### config.mk
export PLATFORM = sky130hd
export DESIGN_NAME = updi_uart_phy
export DESIGN_NICKNAME = d
export VERILOG_FILES = /design/src/rtl/updi_phy_pkg.sv /design/src/rtl/updi_baud_cnt.sv /design/src/rtl/updi_uart_phy.sv
export SDC_FILE = /design/constraint.sdc
export NUM_CORES = 1
export LEC_CHECK = 0
export ABC_AREA = 1
export ABC_CLOCK_PERIOD_IN_PS = 3300
export CAP_MARGIN = 20
export CORE_MARGIN = 4
export CORE_UTILIZATION = 40
export DETAILED_ROUTE_END_ITERATION = 10
export PLACE_DENSITY = 0.68
export RECOVER_POWER = 25
export SETUP_SLACK_MARGIN = 0.4
export SLEW_MARGIN = 20
export SYNTH_ARGS = -nofsm -noshare
export SYNTH_HDL_FRONTEND = slang
export SYNTH_HIERARCHICAL = 1
export SYNTH_SLANG_ARGS = --single-unit
### constraint.sdc
create_clock -name clk -period 3.3 [get_ports clk]
set_clock_uncertainty 0.2 [all_clocks]
set_input_delay 0.99 -clock clk [delete_from_list [all_inputs] [get_ports clk]]
set_output_delay 0.99 -clock clk [all_outputs]
set_load 0.05 [all_outputs]
### src/rtl/updi_phy_pkg.sv
// Shared definitions for the UPDI UART PHY: frame layout, FSM states and
// the receive error decode.
package updi_phy_pkg;
  localparam int FRAME_W = 12;
  localparam int START   = 0;
  localparam int PAR     = 9;
  localparam int STOP0   = 10;
  localparam int STOP1   = 11;

  typedef enum logic [2:0] {
    IDLE    = 3'd0,
    TX_BIT  = 3'd1,
    GUARD   = 3'd2,
    RX_HALF = 3'd3,
    RX_BIT  = 3'd4
  } phy_state_e;

  // [0] parity error (even parity over data+par), [1] framing error
  function automatic logic [1:0] frame_err(input logic [FRAME_W-1:0] f);
    return {f[START] | ~f[STOP0] | ~f[STOP1], ^f[PAR:1]};
  endfunction
endpackage

### src/rtl/updi_baud_cnt.sv
// Bit timer: loads a full- or half-bit count and flags expiry when it hits
// zero. The divider is clamped to a minimum of 4 clocks per bit.
module updi_baud_cnt #(
  parameter int DIV_W = 16
) (
  input  logic             clk,
  input  logic             rst,
  input  logic             load_i,
  input  logic             half_i,
  input  logic [DIV_W-1:0] div_i,
  output logic             expire_o
);
  logic [DIV_W-1:0] cnt_q;
  logic [DIV_W-1:0] div_eff;
  logic [DIV_W-1:0] reload;

  assign div_eff  = (div_i < DIV_W'(4)) ? DIV_W'(4) : div_i;
  assign reload   = half_i ? (div_eff >> 1) - DIV_W'(1) : div_eff - DIV_W'(1);
  assign expire_o = (cnt_q == '0);

  // div_i is only looked at on a load, so a divider change lands on the next bit
  always_ff @(posedge clk or posedge rst) begin
    if (rst)              cnt_q <= '0;
    else if (load_i)      cnt_q <= reload;
    else if (!expire_o)   cnt_q <= cnt_q - DIV_W'(1);
  end
endmodule

### src/rtl/updi_uart_phy.sv
// Half-duplex UPDI UART PHY: sends 12-bit frames with trailing guard time
// and receives 12-bit frames with parity/framing error flags.
module updi_uart_phy
  import updi_phy_pkg::*;
#(
  parameter int DIV_W      = 16,
  parameter int GUARD_BITS = 2
) (
  input  logic               clk,
  input  logic               rst,
  input  logic [DIV_W-1:0]   baud_div,
  input  logic               tx_valid,
  output logic               tx_ready,
  input  logic [FRAME_W-1:0] tx_frame,
  output logic               rx_valid,
  output logic [FRAME_W-1:0] rx_frame,
  output logic [1:0]         rx_err,
  input  logic               line_i,
  output logic               line_o,
  output logic               line_oe,
  output logic               busy
);
  localparam logic [7:0] LAST_BIT   = 8'(STOP1);
  localparam logic [7:0] GUARD_LAST = 8'(GUARD_BITS - 1);

  phy_state_e         state_q, state_d;
  logic [1:0]         sync_q;
  logic               line_s;
  logic [7:0]         bitcnt_q, bitcnt_d;
  logic [FRAME_W-1:0] txf_q, txf_d;
  logic [FRAME_W-1:0] rxsh_q, rxsh_d;
  logic [FRAME_W-1:0] rx_frame_q, rx_frame_d;
  logic [1:0]         rx_err_q, rx_err_d;
  logic               rx_valid_q, rx_valid_d;
  logic               armed_q, armed_d;
  logic               load, half, expire;

  assign line_s   = sync_q[1];
  assign tx_ready = (state_q == IDLE) && line_s && !rst;
  assign line_oe  = (state_q == TX_BIT);
  assign line_o   = (state_q == TX_BIT) ? txf_q[bitcnt_q[3:0]] : 1'b1;
  assign busy     = (state_q != IDLE);
  assign rx_valid = rx_valid_q;
  assign rx_frame = rx_frame_q;
  assign rx_err   = rx_err_q;

  updi_baud_cnt #(.DIV_W(DIV_W)) u_baud (
    .clk      (clk),
    .rst      (rst),
    .load_i   (load),
    .half_i   (half),
    .div_i    (baud_div),
    .expire_o (expire)
  );

  always_ff @(posedge clk or posedge rst) begin
    if (rst) begin
      state_q    <= IDLE;
      sync_q     <= 2'b11;
      bitcnt_q   <= '0;
      txf_q      <= '0;
      rxsh_q     <= '0;
      rx_frame_q <= '0;
      rx_err_q   <= '0;
      rx_valid_q <= 1'b0;
      armed_q    <= 1'b1;
    end else begin
      state_q    <= state_d;
      sync_q     <= {sync_q[0], line_i};
      bitcnt_q   <= bitcnt_d;
      txf_q      <= txf_d;
      rxsh_q     <= rxsh_d;
      rx_frame_q <= rx_frame_d;
      rx_err_q   <= rx_err_d;
      rx_valid_q <= rx_valid_d;
      armed_q    <= armed_d;
    end
  end

  always_comb begin
    state_d    = state_q;
    bitcnt_d   = bitcnt_q;
    txf_d      = txf_q;
    rxsh_d     = rxsh_q;
    rx_frame_d = rx_frame_q;
    rx_err_d   = rx_err_q;
    rx_valid_d = 1'b0;
    // a held-low line (break) disarms rx until the line is seen high again
    armed_d    = armed_q | line_s;
    load       = 1'b0;
    half       = 1'b0;
    case (state_q)
      IDLE: begin
        if (!line_s && armed_q) begin
          state_d = RX_HALF;
          load    = 1'b1;
          half    = 1'b1;
        end else if (tx_valid && tx_ready) begin
          txf_d    = tx_frame;
          bitcnt_d = '0;
          load     = 1'b1;
          state_d  = TX_BIT;
        end
      end
      TX_BIT: begin
        if (expire) begin
          load = 1'b1;
          if (bitcnt_q == LAST_BIT) begin
            bitcnt_d = '0;
            state_d  = (GUARD_BITS == 0) ? IDLE : GUARD;
          end else begin
            bitcnt_d = bitcnt_q + 8'd1;
          end
        end
      end
      GUARD: begin
        if (expire) begin
          if (bitcnt_q == GUARD_LAST) begin
            state_d = IDLE;
          end else begin
            bitcnt_d = bitcnt_q + 8'd1;
            load     = 1'b1;
          end
        end
      end
      RX_HALF: begin
        if (expire) begin
          if (line_s) begin
            state_d = IDLE;
          end else begin
            rxsh_d        = '0;
            rxsh_d[START] = line_s;
            bitcnt_d      = 8'd1;
            load          = 1'b1;
            state_d       = RX_BIT;
          end
        end
      end
      RX_BIT: begin
        if (expire) begin
          rxsh_d[bitcnt_q[3:0]] = line_s;
          if (bitcnt_q == LAST_BIT) begin
            rx_frame_d = rxsh_d;
            rx_err_d   = frame_err(rxsh_d);
            rx_valid_d = 1'b1;
            armed_d    = line_s;
            state_d    = IDLE;
          end else begin
            bitcnt_d = bitcnt_q + 8'd1;
            load     = 1'b1;
          end
        end
      end
      default: state_d = IDLE;
    endcase
  end
endmodule
* Word level (Yosys, flattened, before mapping) *
Index checks and enable logic that the tools add are counted.

word-level totals
  register bits after elaboration = 69
  input port bits = 32
  output and inout bits = 19
  logic and storage cells = 115

operators by class
  $add $sub $neg = 4
  order comparisons = 3
  equality and inequality tests = 20
  mux-type cells = 54
  bitwise operators = 6
  reduce and logical (&&, ||, !) cells = 18

operators with widths
  kind                     number
  $mux W8                  10
  $mux W16                 4
  $pmux W8 S5              1
  $mux W12                 3
  $sub A16 B1 Y16 const B  2
  $mux W3                  10
  $pmux W12 S2             1
  $mux W1                  20
  $ne A2 B2 Y1 const B     10
  $logic_not A16 Y1        1
  $lt A16 B3 Y1 const B    1
  $sub A15 B1 Y16 const B  1
  $pmux W3 S5              1
  $bwmux W12               1
  $reduce_and A10 Y1       1
  $reduce_xor A9 Y1        1
  $add A8 B1 Y8 const B    1
  $eq A8 B1 Y1 const B     1
  $eq A8 B4 Y1 const B     1
  $reduce_and A8 Y1        1
  $eq A3 B2 Y1 const B     2
  $ne A2 B1 Y1 const B     3
  $reduce_and A3 Y1        2
  $logic_and A1 B1 Y1      5
  16 further kinds         21

* Longest topological paths before layout *
Gate-level depths: netlist (run 1).

  depth in word-level cells = 8
  gate-level depth with buffers = 22
  depth with buffers taken out = 21

* Modules after synthesis *
Netlist (run 1), hierarchy kept.

by module, submodules not included
  module         times used  cells each  area an instance (um^2)  sequential area each (um^2)
  updi_uart_phy  1           392         2995.4                   1330.0
  updi_baud_cnt  1           205         1322.5                   400.4

* Least setup slack after synthesis (run 1) *
OpenSTA, ideal clock, no wires.

  path type = flip-flop to flip-flop
  start = reg state_q[2]
  end = reg u_baud.cnt_q[8]
  setup time = 0.121 ns
  data arrival time = 3.736 ns
  required time = 2.979 ns
  setup slack = -0.758 ns
  stages on the path, launching flop included = 18
  path buffers = 0
  period minus slack after synthesis = 4.058 ns
  path through = dfrtp_1 > nor3_1 > nand2_1 > nand3_1 > nor3_1 > inv_1 > nand2_1 > inv_2 > nor2_4 > nand2_1 > o21ai_0 > a22oi_2 > ha_1 > inv_1 > nor2_2 > nand2_1 > xnor2_1 > nor2_1

on the way
  elaborated cells between the ends (all ways) = 15
  those cells by class = eq/ne: 5; mux: 6; reduce/logical: 4

RTL lines
  item                                                       RTL line             text
  start: declaration                                         updi_uart_phy.sv:26  phy_state_e state_q, state_d;
  start signal: assignment                                   updi_uart_phy.sv:68  state_q <= state_d;
  $eq A3 B1 Y1 *                                             -
  via line_oe                                                updi_uart_phy.sv:20  output logic line_oe,
  $pmux W1 S5 *                                              updi_uart_phy.sv:92  case (state_q)
  via load                                                   updi_uart_phy.sv:36  logic load, half, expire;
  $ne A2 B2 Y1 (no line) / $mux W16 (equally long branches)  -
  end signal: assignment                                     updi_baud_cnt.sv:24  else if (load_i) cnt_q <= reload;
  end signal: assignment                                     updi_baud_cnt.sv:25  else if (!expire_o) cnt_q <= cnt_q - DIV_W'(1);
  end: declaration                                           updi_baud_cnt.sv:13  logic [DIV_W-1:0] cnt_q;

Mark *: on every way through the listed nets, which the timed path passes. The rest lies on a longest branch.
A chain may end at the register's enable or synchronous reset.

* Worst setup path in the final report (run 1) *
  start = reg u_baud.cnt_q[1]
  end = reg u_baud.cnt_q[12]

on the way
  cells in the longest elaborated chain, start to end = 4
  elaborated cells between the ends (all ways) = 10
  those cells by class = add/sub: 1; eq/ne: 1; mux: 7; reduce/logical: 1

ends and longest elaborated chain
  item                                                       RTL line             text
  $logic_not A16 Y1 *                                        updi_baud_cnt.sv:19  assign expire_o = (cnt_q == '0);
  via expire                                                 updi_uart_phy.sv:36
  $mux W1, on equally long branches                          -
  $pmux W1 S5 *                                              updi_uart_phy.sv:92
  via load                                                   updi_uart_phy.sv:36
  $ne A2 B2 Y1 (no line) / $mux W16 (equally long branches)  -

Mark *: on every way through the listed nets, which the timed path passes. The rest lies on a longest branch. The select of a mux whose other input is x is not followed.

==> flow_summary.toml, run 1 <==
[status]
status = "complete, but fails checks"
violations = "negative setup slack"

[critical_path]
worstSetupEndpointType = "flip-flop"
start_kind = "flip-flop"
critPathMaxFanout = 7
critPathArrivalTime_ns = 3.42
required_ns = 3.34
setup.worst_path.start = "u_baud/cnt_q[1]$_DFFE_PP0P_"
r2r-start = "u_baud/cnt_q[1]$_DFFE_PP0P_"
critical_path_class = "reg2reg"

[timing]
setup_slack_ns = -0.0815
rsz0062_at_grt = "yes"
period_share = 1.02
maxSlewViolCount = 0
fmax_mhz = 296
period_needed_ns = 3.38
maxSlewHeadroom = 0.416
worst_slew_pin_slew_ns = 0.875
holdWs_ns = 0.159
setup_viol = 11
finalHoldViolations = 0

[layout]
stdcell_count = 880
final_cell_mix = "181 x nand2_1, 70 x buf_4, 65 x dfrtp_1, 60 x inv_1, 43 x clkdlybuf4s50_1"
area_growth_pct = 44.8
layout_commonest_cell = "nand2_1"
finalNetCount = 776
multi_input_area_mm2 = 0.00251
post-route-util = 0.600
drive_above_1_share = 0.308
antenna_cells = 0
fillers = 925
area.sequential_mm2 = 0.00173

[cts]
cts_buffer_depth = 2
root_buffer = "clkbuf_8"
clkLatencyLatePin_ns = 0.35
clk_pin_slew_ns = 0.08
htree_levels = 3
cts_sinks = 69
cts_tree = "built"
cts_made_buffers = 9

[worst_hold_path]
hold_start = "sync_q[0]$_DFF_PP1_"
hp-class = "reg2reg"

[routing]
drt_iter0_markers = 483
wire_per_inst_um = 15.5
dr.pass1.iters = 5
drc_errors = 0
wl_mm = 13.6
viasPerCell = 5.25
vias = 4620
postRouteAntennaNets = 0

[floorplan]
start_util = 0.415
dieArea_mm2 = 0.0125
std_cell_rows = 37
io_pins = 51
chipWidth_um = 112
core_mm2 = 0.0104
die_h_um = 112

[job]
maxCapViolCount = 0

[power_and_ir_drop]
p_leak_nw = 2.99
power.density_mw_per_mm2 = 400
power_w = 0.00250
vdd_drop_max_mv = 0.254

[logic_synthesis]
syn-num-nets = 634
ys_ff_latch = 69
yosysUniqueCellTypes = 45
synth_edf_count = 0
ys_seq_area_frac = 0.401
ys_warn_count = 6
synth_area_leaders = "dfrtp_1 38%, nand2_1 17%, inv_1 5.8%"
yosys.area.top_type_share = 0.382
ys_async_sr_fraction = 1.00
synth_largest_area_cell = "dfrtp_1"
synth_top_flop_cell = "dfrtp_1"
syn_inst = 597
synthesis.area_mm2 = 0.00432
syn_area_per_cell_um2 = 7.23

[place]
dpl.hpwl_mm = 9.25
portBuffers = 50
gp_congestion = 0.855
place_inst = 827

[global_routing]
grt_max_degree = 27
first_global_vias = 4349
grt_util_all_layers = 0.204
grt_pass1_wl_mm = 21.0
grt_overflow = 0
antenna_found_initial = 0
## timing repair
action                     CTS  global route
setup buffers               17            19
pin swaps                   28            38
gates cloned                 0             1
hold buffers                 0             0
gates resized for setup     38            81
setup endpoints to repair   20            28
hold endpoints to repair     0             0
## worst max-delay path, stage by stage (launching register included)
cell and delay, ns:
dfrtp_1 0.42, nor4_2 0.32, nand2_1 0.14, nor3b_2 0.23
inv_1 0.12, nand3b_1 0.17, nand3_2 0.10, nor3_2 0.18
inv_2 0.07, nand2_4 0.14, inv_6 0.06, buf_6 0.11
a22oi_2 0.28, ha_4 0.20, inv_4 0.04, nor2_4 0.17
buf_6 0.13, nand2_2 0.04, nand2_1 0.08, a21oi_2 0.05
## cells in the mapped netlist, types with 3 or more instances
library cell	n
nand2_1	195
buf_6	4
xnor2_1	5
or2_2	5
nor2_1	46
a22oi_2	4
inv_1	67
nor2_4	4
dfrtp_1	66
ha_1	5
o22ai_1	14
nor4_1	3
nor2_2	6
inv_2	7
a21oi_1	20
nor3_1	8
buf_2	8
nand3_1	31
o211ai_2	3
nand2_2	5
nand4_1	15
o21ai_1	4
o21ai_2	3
o21ai_0	34
dfstp_2	3
nand3_2	4
clkbuf_1	4
nand3b_1	3
## flip-flops by register name (all words and copies together), names as in the netlist
name          cells
u_baud/cnt_q     16
rx_frame         12
bitcnt_q          8
armed_q           1
state_q           3
rx_err            2
sync_q            2
rxsh_q           12
rx_valid          1
txf_q            12
## metal layers
metal  up-vias  wire, um  global-route usage  part of all wire
met1      2211      6040               0.273              0.44
met5         -         0                   0                 0
met3        38       644              0.0348             0.047
met4         0       359              0.0608             0.026
met2       151      6560               0.338              0.48
li1       2220         -                   -                 -
## path summary, 6_finish.rpt
kind | end | cells after the start | slack, ns
worst max-delay path | u_baud/cnt_q[12]$_DFFE_PP0P_ | 19 | -0.08
worst min-delay path | sync_q[1]$_DFF_PP1_ | 0 | 0.16
worst max register to register | u_baud/cnt_q[12]$_DFFE_PP0P_ | 19 | -0.08
worst min register to register | sync_q[1]$_DFF_PP1_ | 0 | 0.16
max in group asynchronous | rx_frame[11]$_DFFE_PP0P_ | 4 | 0.97
min in group asynchronous | u_baud/cnt_q[12]$_DFFE_PP0P_ | 3 | 0.74
## layout make-up
type / instances / area share
multi-input combinational: 436 / 0.401
sequential: 69 / 0.277
timing repair buffer: 147 / 0.213
inverter: 76 / 0.0482
tap: 136 / 0.0272
clock buffer: 11 / 0.0242
clock inverter: 5 / 0.00920
## per-stage QoR
step           cell area, um2  TNS [ns]  setup slack, ns
2_1_floorplan            4350     -1.56           -0.223
3_3_place_gp             5370     -6.30           -0.480
3_5_place_dp             5370     -7.42           -0.561
4_1_cts                  5820         0            0.125
5_1_grt                  6250     -3.46           -0.306
6_report                 6250    -0.427          -0.0815
## logic make-up (layout without fill, tap and decap cells)
logic type / count (synthesis) / after routing / synth area share
buffers and inverters: 93 / 239 / 0.0916
DFF: 69 / 69 / 0.401
adders and majority gates: 5 / 5 / 0.0145
AOI/OAI and AO/OA: 89 / 89 / 0.126
and+or+nand+nor: 334 / 335 / 0.353
xor gates and xnor gates: 7 / 7 / 0.0142
## report_power, final
part	switching [W]	leakage (nW)	internal, W
logic	0.000397	2.02	0.000381
registers	0.0000570	0.857	0.000915
clock network	0.000358	0.110	0.000392
total	0.000811	2.99	0.00169
Power figures use the tool's default switching activity.
==> inputs of run 2 (changes only) <==
--- a/config.mk
+++ b/config.mk
@@ -6,7 +6,6 @@
 export NUM_CORES = 1
 export LEC_CHECK = 0
 export ABC_AREA = 1
-export ABC_CLOCK_PERIOD_IN_PS = 3300
 export CAP_MARGIN = 20
 export CORE_MARGIN = 4
 export CORE_UTILIZATION = 40
==> results of run 2 <==
No change in the layout: final DEF, timing and power equal those of run 1.
==> inputs of run 3 (changes only) <==
--- a/config.mk
+++ b/config.mk
@@ -10,7 +10,6 @@
 export CORE_MARGIN = 4
 export CORE_UTILIZATION = 40
 export DETAILED_ROUTE_END_ITERATION = 10
-export PLACE_DENSITY = 0.68
 export RECOVER_POWER = 25
 export SETUP_SLACK_MARGIN = 0.4
 export SLEW_MARGIN = 20
==> run 3 against run 2 <==
  * The flow still finishes with violations (negative setup slack)
  * Count of clock-buffer cells in the layout up 1
  * Fmax rose by 0.89%
  * Cell count increased by 1.3%
  * Wire length fell by 5.0%
  * Power up 1.4%
  * Hold slack hardly changed
  * Sequential cell count did not move
  * Clock power is essentially flat
  * Worst setup slack better by 0.030 ns
  * Sequential power shrank 0.7%
  * Largest cell class unchanged
  * Largest power group unchanged
==> flow_summary.toml, run 3 (synthesis results as in run 1) <==
[power_and_ir_drop]
power_w = 0.00254
p_leak_nw = 3.06
power.density_mw_per_mm2 = 401
vdd_drop_max_mv = 0.275

[routing]
drc_errors = 0
wirelength_met1_mm = 5.88
vias = 4530
dr_wl_met3_um = 585
postRouteAntennaNets = 0
drt_iter0_markers = 276
met2_length_mm = 6.22
wire_per_inst_um = 14.5
dr.max_layer_used = "met4"
viasPerCell = 5.08
wl_mm = 12.9
dr.pass1.iters = 4

[global_routing]
grt_util_all_layers = 0.199
first_global_vias = 4375
antenna_found_initial = 0
grt_max_degree = 32
grt_pass1_wl_mm = 20.5
grt_overflow = 0

[layout]
drive_above_1_share = 0.303
antenna_cells = 0
finalNetCount = 787
final_cell_mix = "181 x nand2_1, 82 x buf_4, 65 x dfrtp_1, 61 x inv_1, 43 x clkdlybuf4s50_1"
area_growth_pct = 46.5
regMostFlops = "u_baud/cnt_q"
largest_reg_flops = 16
post-route-util = 0.607
layout_commonest_cell = "nand2_1"

[timing]
maxSlewHeadroom = 0.387
worst_slew_pin_slew_ns = 0.919
rsz0062_at_grt = "yes"
period_share = 1.02
fmax_mhz = 298
maxSlewViolCount = 0
setup_viol = 5
period_needed_ns = 3.35
finalHoldViolations = 0
tns_ns = -0.141
setup_slack_ns = -0.0516

[place]
portBuffers = 50
gp_congestion = 0.902
dpl.hpwl_mm = 9.30

[status]
status = "complete, but fails checks"
violations = "negative setup slack"

[floorplan]
start_util = 0.415
core_mm2 = 0.0104
die_h_um = 112
std_cell_rows = 37
io_pins = 51
dieArea_mm2 = 0.0125
chipWidth_um = 112

[cts]
cts_made_buffers = 9
root_buffer = "clkbuf_8"
cts_sinks = 69
cts_tree = "built"
clkLatencyLatePin_ns = 0.35
htree_levels = 3
clk_pin_slew_ns = 0.09
cts_buffer_depth = 2

[worst_hold_path]
hp-class = "reg2reg"

[critical_path]
crit_end = "u_baud/cnt_q[12]$_DFFE_PP0P_"
reg2reg_setup_slack_ns = -0.05
critPathArrivalTime_ns = 3.42
critical_path_class = "reg2reg"
reg2reg_depth = 24
r2r-start = "u_baud/cnt_q[5]$_DFFE_PP0P_"
reg2reg_to = "u_baud/cnt_q[12]$_DFFE_PP0P_"
setup.worst_path.start = "u_baud/cnt_q[5]$_DFFE_PP0P_"
worstSetupEndpointType = "flip-flop"
start_kind = "flip-flop"
critPathMaxFanout = 8
required_ns = 3.37

[job]
maxCapViolCount = 0
-- run 3: cell count changes in the layout (fill, tap and decap cells not counted), moves of 3 or more --
cell and change:
o21ai_0 +3, nor2_2 +3, nor2_4 -6, buf_4 +12, a21oi_2 -4, a21oi_1 +4
buf_12 +3
-- run 3: worst min-delay path by stage --
| stage | start | to | slack [ns] | cells after the start |
|---|---|---|---|---|
| after floorplan | sync_q[0]$_DFF_PP1_ | sync_q[1]$_DFF_PP1_ | 0.15 | 0 |
| after global placement | sync_q[0]$_DFF_PP1_ | sync_q[1]$_DFF_PP1_ | 0.15 | 0 |
| after detailed placement | sync_q[0]$_DFF_PP1_ | sync_q[1]$_DFF_PP1_ | 0.15 | 0 |
| after CTS | sync_q[0]$_DFF_PP1_ | sync_q[1]$_DFF_PP1_ | 0.16 | 0 |
| after global routing | sync_q[0]$_DFF_PP1_ | sync_q[1]$_DFF_PP1_ | 0.17 | 0 |
| final | sync_q[0]$_DFF_PP1_ | sync_q[1]$_DFF_PP1_ | 0.16 | 0 |
-- run 3: per-stage QoR --
step	cell area, um2	hold slack [ns]	std cells	setup WS (ns)
6_report	6330	0.159	891	-0.0516
5_1_grt	6330	0.165	891	-0.294
4_1_cts	5970	0.160	875	0.0347
3_5_place_dp	5500	0.149	840	-0.618
3_3_place_gp	5500	0.146	840	-0.545
2_1_floorplan	4350	0.145	597	-0.223
-- run 3: cell type report --
cell class | count | area (um2)
timing repair buffer | 159 | 1470
fill | 966 | 4090
tap | 136 | 170
clock buffer | 12 | 155
multi-input combinational | 435 | 2440
clock inverter | 4 | 55.1
inverter | 76 | 299
sequential | 69 | 1730
-- run 3: metal layers --
metal  vias to the layer above  GRT usage
li1                       2244          -
met1                      2144      0.268
met2                       119      0.330
met3                        23     0.0342
met4                         0     0.0584
met5                         -          0
-- run 3: what timing repair did --
item,4_1_cts,5_1_grt
pin swaps,23,15
cloned,0,1
setup buffers,19,15
resized for setup,38,58
endpoints found under the setup margin,20,27
hold endpoints to repair,0,0
hold buffers,0,0
-- run 3: worst max-delay path, cell delays in order, from the launching register on --
cell,delay (ns)
dfrtp_1,0.40
nor4_2,0.29
nand2_1,0.16
nor3b_2,0.22
buf_4,0.14
inv_2,0.03
nand3b_1,0.13
nand3_2,0.10
nor3_2,0.11
inv_1,0.09
nand2_4,0.13
inv_6,0.06
nor2_4,0.12
buf_12,0.12
buf_6,0.09
nand2_1,0.04
nand3b_1,0.11
buf_4,0.13
nor2_2,0.04
inv_2,0.07
nor2_2,0.05
nor3b_2,0.16
nand2_1,0.05
nand2_1,0.05
a21oi_1,0.14
-- run 3: where the power goes --
| part | total [W] | internal [W] | leakage, nW | switching [W] |
|---|---|---|---|---|
| Combinational | 0.000823 | 0.000424 | 2.10 | 0.000399 |
| Sequential | 0.000965 | 0.000915 | 0.857 | 0.0000499 |
| Clock | 0.000748 | 0.000395 | 0.103 | 0.000352 |
| Total | 0.00254 | 0.00173 | 3.06 | 0.000802 |
